File: config.mk
export PLATFORM = sky130hd
export DESIGN_NAME = lfsr_bist_ctrl
export DESIGN_NICKNAME = d
export VERILOG_FILES = /design/src/rtl/lfsr_bist_pkg.sv /design/src/rtl/lfsr_8b_ld.sv /design/src/rtl/lfsr_bist_ctrl.sv
export SDC_FILE = /design/constraint.sdc
export NUM_CORES = 1
export LEC_CHECK = 0
export CORE_MARGIN = 1
export CORE_UTILIZATION = 47
export CTS_BUF_LIST = sky130_fd_sc_hd__clkbuf_16
export DETAILED_ROUTE_END_ITERATION = 6
export PLACE_DENSITY = 0.8
export SYNTH_ARGS = -nofsm -noshare
export SYNTH_HDL_FRONTEND = slang
export SYNTH_HIERARCHICAL = 1
export SYNTH_SLANG_ARGS = --single-unit
File: constraint.sdc
create_clock -name clk -period 2.1 [get_ports clk]
set_input_delay 0.63 -clock clk [delete_from_list [all_inputs] [get_ports clk]]
set_output_delay 0.63 -clock clk [all_outputs]
set_load 0.1 [all_outputs]
File: src/rtl/lfsr_bist_pkg.sv
// ---------------------------------------------------------------------------
// lfsr_bist_pkg
// Shared definitions for the LFSR-based memory BIST sequencer:
//   - bist_state_e  : sequencer state encoding (the *_INV states are only
//                     reachable when LFSR_BIST_INV_PASS_EN is defined)
//   - LFSR_TAPS     : feedback taps of the 8-bit Fibonacci LFSR (bits 7,5,4,3)
//   - SEED_ZERO_SUB : seed used in place of the lock-up value 8'h00
//   - LFSR_RESET    : LFSR register value after reset
//   - lfsr_next()   : one shift-left step of the LFSR
//   - seed_fix()    : applies the zero-seed substitution
// ---------------------------------------------------------------------------
package lfsr_bist_pkg;

    typedef enum logic [2:0] {
        ST_IDLE      = 3'd0,
        ST_WRITE     = 3'd1,
        ST_READ      = 3'd2,
        ST_DRAIN     = 3'd3,
        ST_DONE      = 3'd4,
        ST_WRITE_INV = 3'd5,
        ST_READ_INV  = 3'd6
    } bist_state_e;

    localparam logic [7:0] LFSR_TAPS     = 8'hB8;
    localparam logic [7:0] SEED_ZERO_SUB = 8'h01;
    localparam logic [7:0] LFSR_RESET    = 8'h01;

    // Shift left, feedback is the XOR of the tapped bits.
    function automatic logic [7:0] lfsr_next(input logic [7:0] q);
        return {q[6:0], ^(q & LFSR_TAPS)};
    endfunction

    // An all-zero LFSR never leaves zero, so that seed is replaced.
    function automatic logic [7:0] seed_fix(input logic [7:0] s);
        return (s == 8'h00) ? SEED_ZERO_SUB : s;
    endfunction

endpackage

File: src/rtl/lfsr_8b_ld.sv
// ---------------------------------------------------------------------------
// lfsr_8b_ld
// 8-bit Fibonacci LFSR with synchronous seed load.
// Ports:
//   clk   : clock, state on rising edge
//   rstn  : asynchronous active-low reset, q returns to 8'h01
//   load  : load seed (zero seed substituted), has priority over en
//   en    : advance one LFSR step
//   seed  : seed value
//   q     : current LFSR value
// ---------------------------------------------------------------------------
module lfsr_8b_ld
    import lfsr_bist_pkg::*;
(
    input  logic       clk,
    input  logic       rstn,
    input  logic       load,
    input  logic       en,
    input  logic [7:0] seed,
    output logic [7:0] q
);

    logic [7:0] q_q;
    logic [7:0] q_d;

    // Next LFSR value: load beats advance.
    always_comb begin
        q_d = q_q;
        if (load) begin
            q_d = seed_fix(seed);
        end else if (en) begin
            q_d = lfsr_next(q_q);
        end else begin
            q_d = q_q;
        end
    end

    // LFSR state register.
    always_ff @(posedge clk or negedge rstn) begin
        if (!rstn) begin
            q_q <= LFSR_RESET;
        end else begin
            q_q <= q_d;
        end
    end

    assign q = q_q;

endmodule

File: src/rtl/lfsr_bist_ctrl.sv
// ---------------------------------------------------------------------------
// lfsr_bist_ctrl
// Pseudo-random memory self-test: writes an LFSR pattern to every address of a
// single-port synchronous SRAM, regenerates it from the same seed, reads back
// and compares. Reports pass/fail, first failing address and a saturating
// mismatch count.
//
// Optional build macro LFSR_BIST_INV_PASS_EN: adds WRITE_INV/READ_INV phases
// that repeat the test with inverted data (busy length 4*2**AW+1 cycles).
//
// Ports:
//   clk, rstn          : clock, asynchronous active-low reset
//   start, seed        : run request (IDLE/DONE only) and its LFSR seed
//   busy, done, pass   : status; pass valid only while done=1
//   fail_addr, fail_cnt: first mismatching address, saturating mismatch count
//   mem_cs, mem_we, mem_addr, mem_wdata : SRAM command (we=1 write)
//   mem_rdata          : SRAM read data, one cycle after a read command
// ---------------------------------------------------------------------------
module lfsr_bist_ctrl
    import lfsr_bist_pkg::*;
#(
    parameter int AW  = 4,
    parameter int FCW = 8
) (
    input  logic           clk,
    input  logic           rstn,
    input  logic           start,
    input  logic [7:0]     seed,
    output logic           busy,
    output logic           done,
    output logic           pass,
    output logic [AW-1:0]  fail_addr,
    output logic [FCW-1:0] fail_cnt,
    output logic           mem_cs,
    output logic           mem_we,
    output logic [AW-1:0]  mem_addr,
    output logic [7:0]     mem_wdata,
    input  logic [7:0]     mem_rdata
);

    localparam logic [AW-1:0]  ADDR_LAST = {AW{1'b1}};
    localparam logic [AW-1:0]  ADDR_ONE  = {{(AW-1){1'b0}}, 1'b1};
    localparam logic [FCW-1:0] CNT_MAX   = {FCW{1'b1}};
    localparam logic [FCW-1:0] CNT_ONE   = {{(FCW-1){1'b0}}, 1'b1};

    bist_state_e    state_q, state_d;
    logic [AW-1:0]  addr_q, addr_d;
    logic [7:0]     seed_q, seed_d;
    logic [7:0]     exp_q, exp_d;
    logic [AW-1:0]  exp_addr_q, exp_addr_d;
    logic           exp_v_q, exp_v_d;
    logic [FCW-1:0] fail_cnt_q, fail_cnt_d;
    logic [AW-1:0]  fail_addr_q, fail_addr_d;
    logic           done_q, done_d;
    logic           pass_q, pass_d;

    logic           lfsr_load_s;
    logic           lfsr_en_s;
    logic [7:0]     lfsr_seed_s;
    logic [7:0]     lfsr_q_s;
    logic           accept_s;
    logic           last_s;
    logic           is_write_s;
    logic           is_read_s;
    logic           inv_s;
    logic [7:0]     pattern_s;
    logic           mismatch_s;

    lfsr_8b_ld u_lfsr (
        .clk  (clk),
        .rstn (rstn),
        .load (lfsr_load_s),
        .en   (lfsr_en_s),
        .seed (lfsr_seed_s),
        .q    (lfsr_q_s)
    );

    assign accept_s = ((state_q == ST_IDLE) || (state_q == ST_DONE)) && start;
    assign last_s   = (addr_q == ADDR_LAST);

`ifdef LFSR_BIST_INV_PASS_EN
    assign is_write_s = (state_q == ST_WRITE) || (state_q == ST_WRITE_INV);
    assign is_read_s  = (state_q == ST_READ)  || (state_q == ST_READ_INV);
    assign inv_s      = (state_q == ST_WRITE_INV) || (state_q == ST_READ_INV);
`else
    assign is_write_s = (state_q == ST_WRITE);
    assign is_read_s  = (state_q == ST_READ);
    assign inv_s      = 1'b0;
`endif

    // The pipe stores the data actually written, so the inverted passes
    // compare against ~q without a separate polarity bit in the pipe.
    assign pattern_s  = inv_s ? ~lfsr_q_s : lfsr_q_s;
    assign mismatch_s = exp_v_q && (mem_rdata != exp_q);

    // Sequencer next state, address counter, LFSR control and status.
    always_comb begin
        state_d     = state_q;
        addr_d      = addr_q;
        seed_d      = seed_q;
        lfsr_load_s = 1'b0;
        lfsr_en_s   = 1'b0;
        lfsr_seed_s = seed_q;
        done_d      = done_q;
        pass_d      = pass_q;
        case (state_q)
            ST_IDLE, ST_DONE: begin
                if (start) begin
                    state_d     = ST_WRITE;
                    addr_d      = {AW{1'b0}};
                    seed_d      = seed;
                    lfsr_load_s = 1'b1;
                    lfsr_seed_s = seed;
                    done_d      = 1'b0;
                    pass_d      = 1'b0;
                end else begin
                    state_d = state_q;
                end
            end
            ST_WRITE: begin
                lfsr_en_s = 1'b1;
                if (last_s) begin
                    lfsr_load_s = 1'b1;
                    addr_d      = {AW{1'b0}};
                    state_d     = ST_READ;
                end else begin
                    addr_d = addr_q + ADDR_ONE;
                end
            end
            ST_READ: begin
                lfsr_en_s = 1'b1;
                if (last_s) begin
                    addr_d = {AW{1'b0}};
`ifdef LFSR_BIST_INV_PASS_EN
                    lfsr_load_s = 1'b1;
                    state_d     = ST_WRITE_INV;
`else
                    state_d = ST_DRAIN;
`endif
                end else begin
                    addr_d = addr_q + ADDR_ONE;
                end
            end
`ifdef LFSR_BIST_INV_PASS_EN
            ST_WRITE_INV: begin
                lfsr_en_s = 1'b1;
                if (last_s) begin
                    lfsr_load_s = 1'b1;
                    addr_d      = {AW{1'b0}};
                    state_d     = ST_READ_INV;
                end else begin
                    addr_d = addr_q + ADDR_ONE;
                end
            end
            ST_READ_INV: begin
                lfsr_en_s = 1'b1;
                if (last_s) begin
                    addr_d  = {AW{1'b0}};
                    state_d = ST_DRAIN;
                end else begin
                    addr_d = addr_q + ADDR_ONE;
                end
            end
`endif
            ST_DRAIN: begin
                // Includes the final compare completing in this cycle.
                state_d = ST_DONE;
                done_d  = 1'b1;
                pass_d  = (fail_cnt_d == {FCW{1'b0}});
            end
            default: begin
                state_d = ST_IDLE;
            end
        endcase
    end

    // One-stage compare pipe aligned with the SRAM read latency.
    always_comb begin
        exp_v_d    = is_read_s;
        exp_d      = exp_q;
        exp_addr_d = exp_addr_q;
        if (is_read_s) begin
            exp_d      = pattern_s;
            exp_addr_d = addr_q;
        end else begin
            exp_d      = exp_q;
            exp_addr_d = exp_addr_q;
        end
    end

    // Mismatch accounting; a zero count marks the first mismatch of a run.
    always_comb begin
        fail_cnt_d  = fail_cnt_q;
        fail_addr_d = fail_addr_q;
        if (accept_s) begin
            fail_cnt_d  = {FCW{1'b0}};
            fail_addr_d = {AW{1'b0}};
        end else if (mismatch_s) begin
            if (fail_cnt_q != CNT_MAX) begin
                fail_cnt_d = fail_cnt_q + CNT_ONE;
            end else begin
                fail_cnt_d = fail_cnt_q;
            end
            if (fail_cnt_q == {FCW{1'b0}}) begin
                fail_addr_d = exp_addr_q;
            end else begin
                fail_addr_d = fail_addr_q;
            end
        end else begin
            fail_cnt_d  = fail_cnt_q;
            fail_addr_d = fail_addr_q;
        end
    end

    // State and datapath registers.
    always_ff @(posedge clk or negedge rstn) begin
        if (!rstn) begin
            state_q     <= ST_IDLE;
            addr_q      <= {AW{1'b0}};
            seed_q      <= 8'h00;
            exp_q       <= 8'h00;
            exp_addr_q  <= {AW{1'b0}};
            exp_v_q     <= 1'b0;
            fail_cnt_q  <= {FCW{1'b0}};
            fail_addr_q <= {AW{1'b0}};
            done_q      <= 1'b0;
            pass_q      <= 1'b0;
        end else begin
            state_q     <= state_d;
            addr_q      <= addr_d;
            seed_q      <= seed_d;
            exp_q       <= exp_d;
            exp_addr_q  <= exp_addr_d;
            exp_v_q     <= exp_v_d;
            fail_cnt_q  <= fail_cnt_d;
            fail_addr_q <= fail_addr_d;
            done_q      <= done_d;
            pass_q      <= pass_d;
        end
    end

    // SRAM command decoded from registered state; idle states drive zeros.
    always_comb begin
        mem_cs    = 1'b0;
        mem_we    = 1'b0;
        mem_addr  = {AW{1'b0}};
        mem_wdata = 8'h00;
        if (is_write_s) begin
            mem_cs    = 1'b1;
            mem_we    = 1'b1;
            mem_addr  = addr_q;
            mem_wdata = pattern_s;
        end else if (is_read_s) begin
            mem_cs   = 1'b1;
            mem_addr = addr_q;
        end else begin
            mem_cs = 1'b0;
        end
    end

    assign busy      = (state_q != ST_IDLE) && (state_q != ST_DONE);
    assign done      = done_q;
    assign pass      = pass_q;
    assign fail_addr = fail_addr_q;
    assign fail_cnt  = fail_cnt_q;

endmodule

-- Yosys cells after proc, flatten, opt, wreduce, memory -nomap -nowiden
Index checks and enable logic that the tools add are counted.
- add/subtract/negate cells: 2
- reduce and logical (&&, ||, !) cells: 21
- equality and inequality tests: 11
- muxes and demuxes: 31
- operators with widths (kind ; count):
    $mux 8 ; 9
    $mux 4 ; 7
    $logic_not 8->1 ; 3
    $pmux 3 s4 ; 1
    $reduce_bool 2->1 ; 5
    $mux 3 ; 3
    $add 8x1->8 const B ; 1
    $ne 8x8->1 ; 1
    $ne 8x8->1 const B ; 1
    $pmux 4 s2 ; 1
    $reduce_xor 8->1 ; 1
    $mux 1 ; 7
    $eq 3x2->1 const B ; 2
    $pmux 1 s2 ; 3
    $reduce_and 2->1 ; 3
    $add 4x1->4 const B ; 1
    $eq 4x4->1 const B ; 1
    $ne 2x2->1 const B ; 2
    $reduce_or 2->1 ; 2
    $eq 3x1->1 const B ; 1
    $eq 3x3->1 const B ; 1
    $logic_and 1x1->1 ; 3
    $logic_not 3->1 ; 1
    $ne 3x3->1 const B ; 1
    4 further kinds ; 4
- word-level logic and storage cells: 76
- output and inout port bits: 29
- input port bits: 19
- register bits: 50

-- Longest topological paths before layout
Gate-level depths: netlist (run 1).
- depth in word-level cells: 6
- depth in mapped cells: 9
- gate-level depth less buffers: 8

-- Modules after synthesis
Netlist (run 1), hierarchy kept.
- by module, submodules not included (module ; area each (um2) ; cells each ; times used ; seq. area each (um2)):
    lfsr_bist_ctrl ; 2085.8 ; 208 ; 1 ; 1051.0
    lfsr_8b_ld ; 404.1 ; 40 ; 1 ; 201.4

-- Least setup slack after synthesis (run 1)
No wires, ideal clock.
- path type: reg2out
- from: register state_q[1]
- to: output port mem_addr[0]
- required time: 1470 ps
- buffers on the path: 1
- slack: -2687 ps
- arrival: 4157 ps
- cell stages (with the launch flop): 6
- cell sequence: dfrtp_1 -> nand2b_1 -> nor2_1 -> or2_1 -> clkbuf_1 -> and2_1
- longest elaborated chain between the ends: 3
- elaborated cells on any way between the ends: 4
- RTL lines (what ; RTL line ; text):
    start, declared ; lfsr_bist_ctrl.sv:46 ; bist_state_e state_q, state_d;
    start signal, assigned ; lfsr_bist_ctrl.sv:229 ; state_q <= state_d;
    $eq 3x2->1 ; lfsr_bist_ctrl.sv:87 ; assign is_read_s = (state_q == ST_READ);
    $mux 4 ; lfsr_bist_ctrl.sv:253 ; end else if (is_read_s) begin
    $mux 4 (*) ; lfsr_bist_ctrl.sv:248 ; if (is_write_s) begin
    end, declared ; lfsr_bist_ctrl.sv:36 ; output logic [AW-1:0] mem_addr,
Every way passes the cells marked *; elsewhere a longest branch is shown, timed or not.

-- Final worst setup path (run 1)
- from: input port mem_rdata[3]
- to: register pass_q, in the netlist pass
- longest elaborated chain between the ends: 6
- RTL lines (what ; RTL line ; text):
    start, declared ; lfsr_bist_ctrl.sv:38 ; input logic [7:0] mem_rdata
    $ne 8x8->1 ; lfsr_bist_ctrl.sv:94 ; assign mismatch_s = exp_v_q && (mem_rdata != exp_q);
    $logic_and 1x1->1 ; lfsr_bist_ctrl.sv:94 ;
    $mux 8 ; lfsr_bist_ctrl.sv:198 ; end else if (mismatch_s) begin
    $mux 8 ; lfsr_bist_ctrl.sv:195 ; if (accept_s) begin
    $logic_not 8->1 ; lfsr_bist_ctrl.sv:169 ; pass_d = (fail_cnt_d == {FCW{1'b0}});
    $pmux 1 s2 ; lfsr_bist_ctrl.sv:106 ; case (state_q)
    end signal, assigned ; lfsr_bist_ctrl.sv:238 ; pass_q <= pass_d;
    end, declared ; lfsr_bist_ctrl.sv:55 ; logic pass_q, pass_d;
No other way between the ends.
A chain may end at the register's enable or synchronous reset.

==> results of run 1 <==
==> cells in the mapped netlist (all sizes together) (2+ instances only) <==
library cell | number | area share (%)
dfrtp | 49 | 49
nand2 | 42 | 6.4
nor2 | 17 | 2.6
and2 | 14 | 3.5
mux2 | 13 | 5.9
mux2i | 13 | 5.2
o21ai | 12 | 2.4
xor2 | 12 | 4.2
clkbuf | 8 | 1.2
inv | 7 | 1.1
nand3 | 6 | 1.2
nor3 | 6 | 1.2
a21oi | 5 | 1.0
xnor2 | 5 | 1.8
a31oi | 3 | 0.75
and3 | 3 | 0.75
ha | 3 | 1.5
nand2b | 3 | 0.75
nand4 | 3 | 0.75
nor4 | 3 | 1.3
a211oi | 2 | 0.60
a311oi | 2 | 0.70
nand3b | 2 | 0.60
o31ai | 2 | 0.60
==> area by class of cell <==
cell class	count	area share [%]
sequential	50	32.02
timing repair buffer	93	27.48
clock buffer	5	3.152
inverter	7	0.6618
clock inverter	3	1.040
tap	70	2.206
multi-input combinational	182	33.44
==> power by group <==
| group | switching, W | internal (W) |
|---|---|---|
| sequential | 0.000297 | 0.00129 |
| clock | 0.000364 | 0.000558 |
| combinational | 0.00232 | 0.00163 |
| total | 0.00298 | 0.00348 |
==> cells by family (layout without fill, tap and decap cells) <==
family	after synthesis	after routing	synth area share [%]
compound gates	29	29	7.136
xor+xnor	17	17	5.980
fa+ha+maj	3	3	1.508
mux	26	26	11.11
buf+inv	16	108	2.462
simple gates	107	107	21.51
flops	50	50	50.30
==> cells in the final DEF (no fill, tap or decap), types with 3 or more instances in the layout <==
| cell | instances |
|---|---|
| buf_4 | 43 |
| nand2_1 | 40 |
| dfrtp_1 | 40 |
| buf_12 | 29 |
| nor2_1 | 14 |
| and2_4 | 13 |
| mux2i_1 | 13 |
| mux2_2 | 13 |
| o21ai_0 | 10 |
| xor2_1 | 9 |
| inv_1 | 8 |
| clkdlybuf4s50_1 | 8 |
| nand3_1 | 6 |
| dfrtp_2 | 6 |
| nor3_1 | 5 |
| xnor2_1 | 5 |
| a21oi_1 | 5 |
| clkbuf_16 | 5 |
| buf_2 | 5 |
| buf_6 | 4 |
| xor2_2 | 3 |
| nand4_1 | 3 |
| dfrtp_4 | 3 |
==> sequential cells by signal (all words and copies together) (netlist names), 3 cells and up <==
register    count
state_q         3
exp_q           8
exp_addr_q      4
u_lfsr/q        8
addr_q          4
seed_q          8
fail_addr       4
fail_cnt        8
==> layer usage <==
| metal | part of all wire, % | global-route usage [%] | up-vias |
|---|---|---|---|
| met5 | 0 | 0 | - |
| met4 | 3.0 | 10.27 | 0 |
| met3 | 5.2 | 4.284 | 19 |
| met2 | 52 | 46.65 | 83 |
| met1 | 39 | 29.75 | 1098 |
| li1 | - | - | 1032 |
==> through the flow <==
stage / instances / setup WS [ns] / hold WS (ns)
2_1_floorplan: 248 / -0.4538 / 0.3344
3_3_place_gp: 390 / -0.6290 / 0.4619
3_5_place_dp: 390 / -0.6672 / 0.4617
4_1_cts: 407 / -0.1726 / 0.3078
5_1_grt: 410 / -0.1841 / 0.3261
6_report: 410 / -0.08947 / 0.2959
==> how the worst max path moves through the flow <==
stage	start	to	slack (ns)	cells after the start
2_1_floorplan	state_q[1]	mem_addr[0]	-0.45	5
3_3_place_gp	mem_rdata[0]	pass	-0.63	8
3_5_place_dp	mem_rdata[0]	pass	-0.67	8
4_1_cts	mem_rdata[3]	pass	-0.17	8
5_1_grt	fail_cnt[0]	pass	-0.18	7
6_report	mem_rdata[3]	pass	-0.09	8
==> what timing repair did <==
action	in CTS	in global routing
hold buffers	0	0
setup endpoints to repair	22	21
buffers inserted	9	2
pin swaps	14	8
gates cloned	0	1
gates resized for setup	33	24
==> results.py, run 1 <==
metrics = {
    "drt": {
        "drt_pass1_iterations": 4,
        "drc": 0,
        "drt_wl_total_mm": 6.784,
        "wl_per_cell_um": 16.55,
        "num_vias": 2232,
        "via_per_inst": 5.444,
        "ant_nets": 0,
        "drtIter0Drc": 110,
    },
    "synthesis": {
        "async_flop_share_pct": 100.0,
        "synth_fp_nets": 270,
        "syn_inst": 248,
        "syn_area_per_cell_um2": 10.04,
        "synth_seq_cells": 50,
        "netlist_area_mm2": 0.002490,
        "synth_enable_flop_cells": 0,
        "yosys_warnings": 6,
        "synth_cell_types": 40,
        "seq_area_frac_synth_pct": 50.30,
        "synth_ff_type": "dfrtp_1",
    },
    "critical_path": {
        "endpoint_kind": "flip-flop",
        "cpPeakStageDelay_ns": 0.49,
        "reg2reg_setup_slack_ns": -0.06,
        "arrival_ns": 2.39,
        "crit_path_start_kind": "primary input",
        "r2r_end": "pass",
        "crit_type": "in2reg",
        "cp_data_required_time_ns": 2.30,
        "path_buf_inv": 1,
        "rr_startpoint": "fail_cnt[0]",
        "rr_worst_depth": 8,
        "crit_chain": "buf_6, xor2_2, nor4_4, nand2_2, and3_4, mux2i_1, or4_1, o31ai_1",
        "cpLargestDelayFamily": "simple AND/OR/NAND/NOR gates",
        "crit_fanout": 4,
        "crit_slowest_cell": "or4_1",
    },
    "sta": {
        "fin_crit_sh_pct": 104.3,
        "finalSetupTns_ns": -0.3522,
        "clock-skew-final_ns": 0.005103,
        "rsz0062_at_grt": "true",
        "fin_ws_ns": -0.08947,
        "hold_violations": 0,
        "setup-violations-final": 7,
        "period_needed_ns": 2.189,
        "max_freq_mhz": 456.7,
        "slew_headroom_pct": 66.35,
        "slew_violations": 0,
        "worst_pin_slew_ns": 0.5017,
    },
    "die": {
        "core-area_mm2": 0.005107,
        "initial_utilization_pct": 48.75,
        "rows": 26,
        "ios": 48,
        "die_h_um": 74.79,
        "die-area_mm2": 0.005593,
        "die_x_um": 74.79,
    },
    "status": {
        "violations": "negative setup slack",
        "status": "finished with violations",
    },
    "cells_and_area": {
        "final_util_pct": 77.73,
        "regArea_mm2": 0.001271,
        "fillers": 322,
        "insertedDiodeCount": 0,
        "multi_input_area_mm2": 0.001328,
        "drive_gt1_share_pct": 42.35,
        "areaGrowthSynthToFinish_pct": 59.45,
        "nets": 361,
        "design_area_mm2": 0.003970,
    },
    "clock_tree": {
        "cts.clk_slew.worst_paths_ns": 0.07,
        "root_buffer": "clkbuf_16",
        "clockBufferDepth": 2,
        "clk_latency_ns": 0.29,
        "h-tree-depth": 2,
        "cts_tree": "built",
        "cts_sinks": 50,
        "cts_made_buffers": 5,
    },
    "place": {
        "numPortBuffers": 47,
        "dp_hpwl_mm": 4.484,
        "placed_cell_area_mm2": 0.003627,
        "routabilityCongestion": 0.9199,
    },
    "power": {
        "power.density_mw_per_mm2": 1627,
        "vdd_ir_drop_max_mv": 1.613,
        "p_leak_nw": 1.913,
        "finalPower_w": 0.006460,
    },
    "global_routing": {
        "first_global_vias": 2260,
        "antenna_found_initial": 0,
        "grt_max_degree": 23,
        "gr-total-overflow": 0,
        "grt_usage_pct": 25.53,
        "grt_pass1_wl_mm": 10.43,
    },
    "job": {
        "timing.max_cap.violations": 0,
    },
    "hold_path": {
        "min_path_type": "in2async",
    },
}
Power figures use the tool's default switching activity.
==> run 2, diff against run 1 <==
CORE_UTILIZATION = 50   (was 47)
DONT_BUFFER_PORTS = 1   (was unset)
PLACE_DENSITY = 0.72   (was 0.8)
==> run 2 against run 1 <==
  * The run still ends with negative setup slack left
  * Critical path depth down 1
  * Power decreased by 12%
  * Worst hold slack worse by 0.26 ns
  * Highest routed layer unchanged
  * Critical endpoint unchanged
  * First-iteration DRC count increased by 16%
==> results.py, run 2 (same netlist as run 1, synthesis figures left out) <==
metrics = {
    "sta": {
        "clock-skew-final_ns": 0.004054,
        "rsz0062_at_grt": "true",
        "period_needed_ns": 2.251,
        "max_freq_mhz": 444.2,
        "slew_violations": 0,
        "holdWs_ns": 0.03117,
        "fin_ws_ns": -0.1511,
        "setup-violations-final": 13,
        "hold_violations": 0,
        "fin_crit_sh_pct": 107.2,
        "slew_headroom_pct": 65.27,
        "worst_pin_slew_ns": 0.5179,
    },
    "critical_path": {
        "crit_fanout": 4,
        "path_buf_inv": 0,
        "r2r_end": "pass",
        "crit_path_start_kind": "flip-flop",
        "crit_type": "reg2reg",
        "arrival_ns": 2.45,
        "rr_worst_depth": 7,
        "crit_slowest_cell": "or4_1",
        "cp_data_required_time_ns": 2.30,
        "crit_chain": "xor2_1, nor4_2, nand2_2, a31oi_4, nor3_1, or4_1, o31ai_2",
        "rr_startpoint": "exp_q[5]",
        "reg2reg_setup_slack_ns": -0.15,
        "endpoint_kind": "flip-flop",
        "cpPeakStageDelay_ns": 0.56,
        "cpLargestDelayFamily": "simple AND/OR/NAND/NOR gates",
    },
    "power": {
        "p_leak_nw": 1.644,
        "finalPower_w": 0.005684,
        "vdd_ir_drop_max_mv": 2.229,
        "power.density_mw_per_mm2": 1700,
    },
    "drt": {
        "wl_per_cell_um": 16.23,
        "num_vias": 1999,
        "drtIter0Drc": 128,
        "via_per_inst": 5.432,
        "drt_wl_total_mm": 5.973,
        "drc": 0,
        "drt_pass1_iterations": 4,
        "ant_nets": 0,
    },
    "clock_tree": {
        "cts_made_buffers": 5,
        "root_buffer": "clkbuf_16",
        "h-tree-depth": 2,
        "cts.clk_slew.worst_paths_ns": 0.06,
        "cts_hold_buf": 0,
        "clockBufferDepth": 2,
        "clk_latency_ns": 0.29,
        "cts_tree": "built",
        "cts_sinks": 50,
    },
    "global_routing": {
        "grt_usage_pct": 24.50,
        "gr-total-overflow": 0,
        "antenna_found_initial": 0,
        "grt_max_degree": 51,
        "grt_pass1_wl_mm": 9.666,
        "first_global_vias": 2021,
    },
    "die": {
        "die_h_um": 72.57,
        "core-area_mm2": 0.004755,
        "die_x_um": 72.57,
        "ios": 48,
        "rows": 25,
        "die-area_mm2": 0.005266,
        "initial_utilization_pct": 52.37,
    },
    "cells_and_area": {
        "insertedDiodeCount": 0,
        "layout_common_cells": "nand2_1, dfrtp_1, buf_4",
        "drive_gt1_share_pct": 36.21,
        "nets": 322,
        "areaGrowthSynthToFinish_pct": 34.27,
        "final_util_pct": 70.32,
    },
    "hold_path": {
        "min_path_type": "in2async",
    },
    "status": {
        "status": "finished with violations",
        "violations": "negative setup slack",
    },
    "place": {
        "dp_hpwl_mm": 4.093,
        "dpl_worst_slack_ns": -0.2556,
        "numPortBuffers": 0,
        "routabilityCongestion": 0.8915,
    },
    "job": {
        "timing.max_cap.violations": 0,
    },
}
run 2: cell count changes in the layout (fill, tap and decap cells not counted), moves of 2 or more:
cell | previous run | this run
buf_12 | 29 | 9
xor2_2 | 3 | 0
clkdlybuf4s15_1 | 2 | 0
clkdlybuf4s50_1 | 8 | 0
buf_4 | 43 | 41
buf_2 | 5 | 0
xor2_1 | 9 | 12
run 2: worst reg2reg max path: stages (launching register included):
cell and delay (ns):
dfrtp_1 0.40, xor2_1 0.18, nor4_2 0.38, nand2_2 0.16, a31oi_4 0.20, nor3_1 0.10, or4_1 0.56, o31ai_2 0.19
run 2: final cells by class:
cell class              instances  area [µm²]
multi-input cells             182        1289
inverters                       7       26.28
clock inverters                 3       16.27
fillers                       368        1411
well taps                      67       83.83
flip-flops and latches         50        1270
repair buffers                 54       533.0
clock buffers                   5       125.1
run 2: metal layers:
metal / share of wire, % / up-vias / GRT usage (%) / wire [µm]
li1: - / 949 / - / -
met1: 44 / 982 / 31.93 / 2603
met2: 50 / 61 / 40.08 / 2979
met3: 5.3 / 7 / 5.556 / 319
met4: 1.2 / 0 / 9.150 / 70
met5: 0 / - / 0 / 0
run 2: worst max path at each step:
stage	end	cells past startpoint	slack [ns]	startpoint
after floorplan	mem_addr[0]	5	-0.45	state_q[1]
after global placement	pass	7	-0.16	mem_rdata[5]
after detailed placement	pass	7	-0.26	mem_rdata[5]
after CTS	pass	7	-0.14	exp_q[7]
after global routing	pass	7	-0.21	exp_q[5]
final	pass	7	-0.15	exp_q[5]
run 2: repair_timing:
item                                    4_1_cts  5_1_grt
endpoints found under the setup margin       15       17
cloned                                        1        0
resized for setup                            15        9
pin swaps                                     4        3
buffers inserted                              7        0
run 2: report_power, final:
group	switching, W	total [W]	leakage [nW]	internal, W
combinational	0.00215	0.00335	0.934	0.00121
sequential	0.000265	0.00155	0.644	0.00129
clock	0.000342	0.000778	0.0672	0.000435
total	0.00276	0.00568	1.64	0.00293
run 2: metrics by stage:
stage	TNS [ns]	cell area [µm²]	instances
6_report	-0.9416	3343	368
5_1_grt	-1.325	3343	368
4_1_cts	-0.4602	3294	368
3_5_place_dp	-0.3895	3058	352
3_3_place_gp	-0.1625	3058	352
2_1_floorplan	-5.142	2591	248
==> run 3, diff against run 2 <==
CTS_CLUSTER_DIAMETER = 200   (was unset)
TNS_END_PERCENT = 20   (was unset)
==> run 3 against run 2 <==
  * The flow still finishes with violations (negative setup slack)
  * Cell count decreased by 2.4%
  * Sequential share of layout area is 0.64 points higher
  * Combinational power shrank 4%
  * Clock-buffer cell count stayed put
  * Clock power grew 17%
==> results.py, run 3 (same netlist as run 1, synthesis figures left out) <==
metrics = {
    "sta": {
        "period_needed_ns": 2.221,
        "clock-skew-final_ns": 0.003109,
        "worst_pin_slew_ns": 0.4756,
        "max_freq_mhz": 450.2,
        "fin_crit_sh_pct": 105.8,
        "hold_violations": 0,
        "slew_headroom_pct": 68.10,
        "rsz0062_at_grt": "true",
        "setup-violations-final": 11,
        "fin_ws_ns": -0.1212,
        "slew_violations": 0,
    },
    "power": {
        "finalPower_w": 0.005673,
        "power.density_mw_per_mm2": 1734,
        "p_leak_nw": 1.613,
        "vdd_ir_drop_max_mv": 1.653,
    },
    "die": {
        "initial_utilization_pct": 52.37,
        "die_h_um": 72.57,
        "die_x_um": 72.57,
        "rows": 25,
        "core-area_mm2": 0.004755,
        "ios": 48,
        "die-area_mm2": 0.005266,
    },
    "critical_path": {
        "endpoint_kind": "flip-flop",
        "r2r_end": "pass",
        "reg2reg_setup_slack_ns": -0.12,
        "startpoint": "exp_q[0]",
        "crit_path_start_kind": "flip-flop",
        "arrival_ns": 2.41,
        "crit_type": "reg2reg",
        "rr_startpoint": "exp_q[0]",
        "crit_fanout": 4,
        "cp_data_required_time_ns": 2.29,
        "rr_worst_depth": 7,
        "crit_end": "pass",
    },
    "global_routing": {
        "gr-total-overflow": 0,
        "first_global_vias": 1987,
        "antenna_found_initial": 0,
        "grt_use_met1_pct": 30.64,
        "grt_usage_pct": 23.77,
        "grt_max_degree": 51,
        "use_met2_pct": 38.42,
        "grt.met3_usage_pct": 6.389,
        "busiest_layer": "met2",
        "grt_pass1_wl_mm": 9.466,
    },
    "clock_tree": {
        "cts_tree": "built",
        "cts.clk_slew.worst_paths_ns": 0.07,
        "cts_sinks": 50,
        "clk_latency_ns": 0.29,
        "clockBufferDepth": 2,
        "root_buffer": "clkbuf_16",
        "h-tree-depth": 2,
        "cts_made_buffers": 5,
    },
    "place": {
        "placed_cell_area_mm2": 0.002994,
        "routabilityCongestion": 0.9535,
        "place_inst": 347,
        "numPortBuffers": 0,
        "dp_hpwl_mm": 3.830,
    },
    "cells_and_area": {
        "nets": 313,
        "final_common_cell": "nand2_1",
        "drive_gt1_share_pct": 34.59,
        "design_area_mm2": 0.003272,
        "insertedDiodeCount": 0,
        "layout_common_cells": "nand2_1, dfrtp_1, buf_4",
        "final_cells": 359,
        "fillers": 365,
        "areaGrowthSynthToFinish_pct": 31.41,
    },
    "drt": {
        "via_per_inst": 5.526,
        "drt_wl_total_mm": 5.567,
        "drt_pass1_iterations": 4,
        "drc": 0,
        "drtIter0Drc": 152,
        "num_vias": 1984,
        "wl_per_cell_um": 15.51,
        "ant_nets": 0,
    },
    "job": {
        "timing.max_cap.violations": 0,
    },
    "status": {
        "violations": "negative setup slack",
        "status": "finished with violations",
    },
    "hold_path": {
        "min_path_type": "in2async",
    },
}
-- run 3: worst min path at each step --
stage | startpoint | end | depth (start not counted)
2_1_floorplan | rstn | addr_q[0] | 0
3_3_place_gp | rstn | addr_q[0] | 0
3_5_place_dp | rstn | addr_q[0] | 0
4_1_cts | rstn | fail_addr[3] | 0
5_1_grt | rstn | fail_cnt[7] | 0
6_report | rstn | state_q[0] | 0
-- run 3: timing repair --
action | CTS | global route
gates cloned | 0 | 0
endpoints found under the setup margin | 15 | 18
setup buffers | 5 | 0
gates resized for setup | 8 | 14
hold buffers | 0 | 0
pin swaps | 11 | 0
-- run 3: final cells by class --
| type | count | area [µm²] | share of cell area [%] |
|---|---|---|---|
| Timing Repair Buffer | 45 | 461.7 | 14.11 |
| Inverter | 7 | 26.28 | 0.8031 |
| Sequential cell | 50 | 1264 | 38.62 |
| Clock buffer | 5 | 125.1 | 3.824 |
| Tap cell | 67 | 83.83 | 2.562 |
| Multi-Input combinational cell | 182 | 1267 | 38.74 |
| Clock inverter | 3 | 43.79 | 1.338 |
-- run 3: worst max-delay path, cell delays in order, from the launching register on --
cell and delay (ns):
dfrtp_1 0.39, xor2_1 0.17, nor4_2 0.40, nand2_2 0.15, a31oi_1 0.19, nor3_1 0.08, or4_1 0.53, o31ai_1 0.22
-- run 3: report_power, final --
group / leakage [nW] / switching [W] / internal, W / total [W]
Combinational: 0.885 / 0.00209 / 0.00112 / 0.00321
Clock: 0.0842 / 0.000346 / 0.000564 / 0.000910
Sequential: 0.643 / 0.000268 / 0.00129 / 0.00155
-- run 3: metal layers --
metal	share of wire, %	vias to the layer above
li1	-	938
met1	44	976
met2	48	57
met3	5.1	13
met4	2.4	0
met5	0	-
-- run 3: metrics by stage --
step | TNS, ns | hold slack (ns) | worst slack, ns | utilization [%]
finish | -0.3387 | 0.03285 | -0.1212 | 68.82
detailed placement | -0.4664 | 0.3361 | -0.2953 | 62.97
floorplan | -5.588 | 0.3344 | -0.4538 | -
CTS | -0.1677 | 0.02657 | -0.04869 | 67.95
global route | -1.263 | 0.01853 | -0.2185 | 68.82
global placement | -0.4556 | 0.3364 | -0.2851 | 62.97
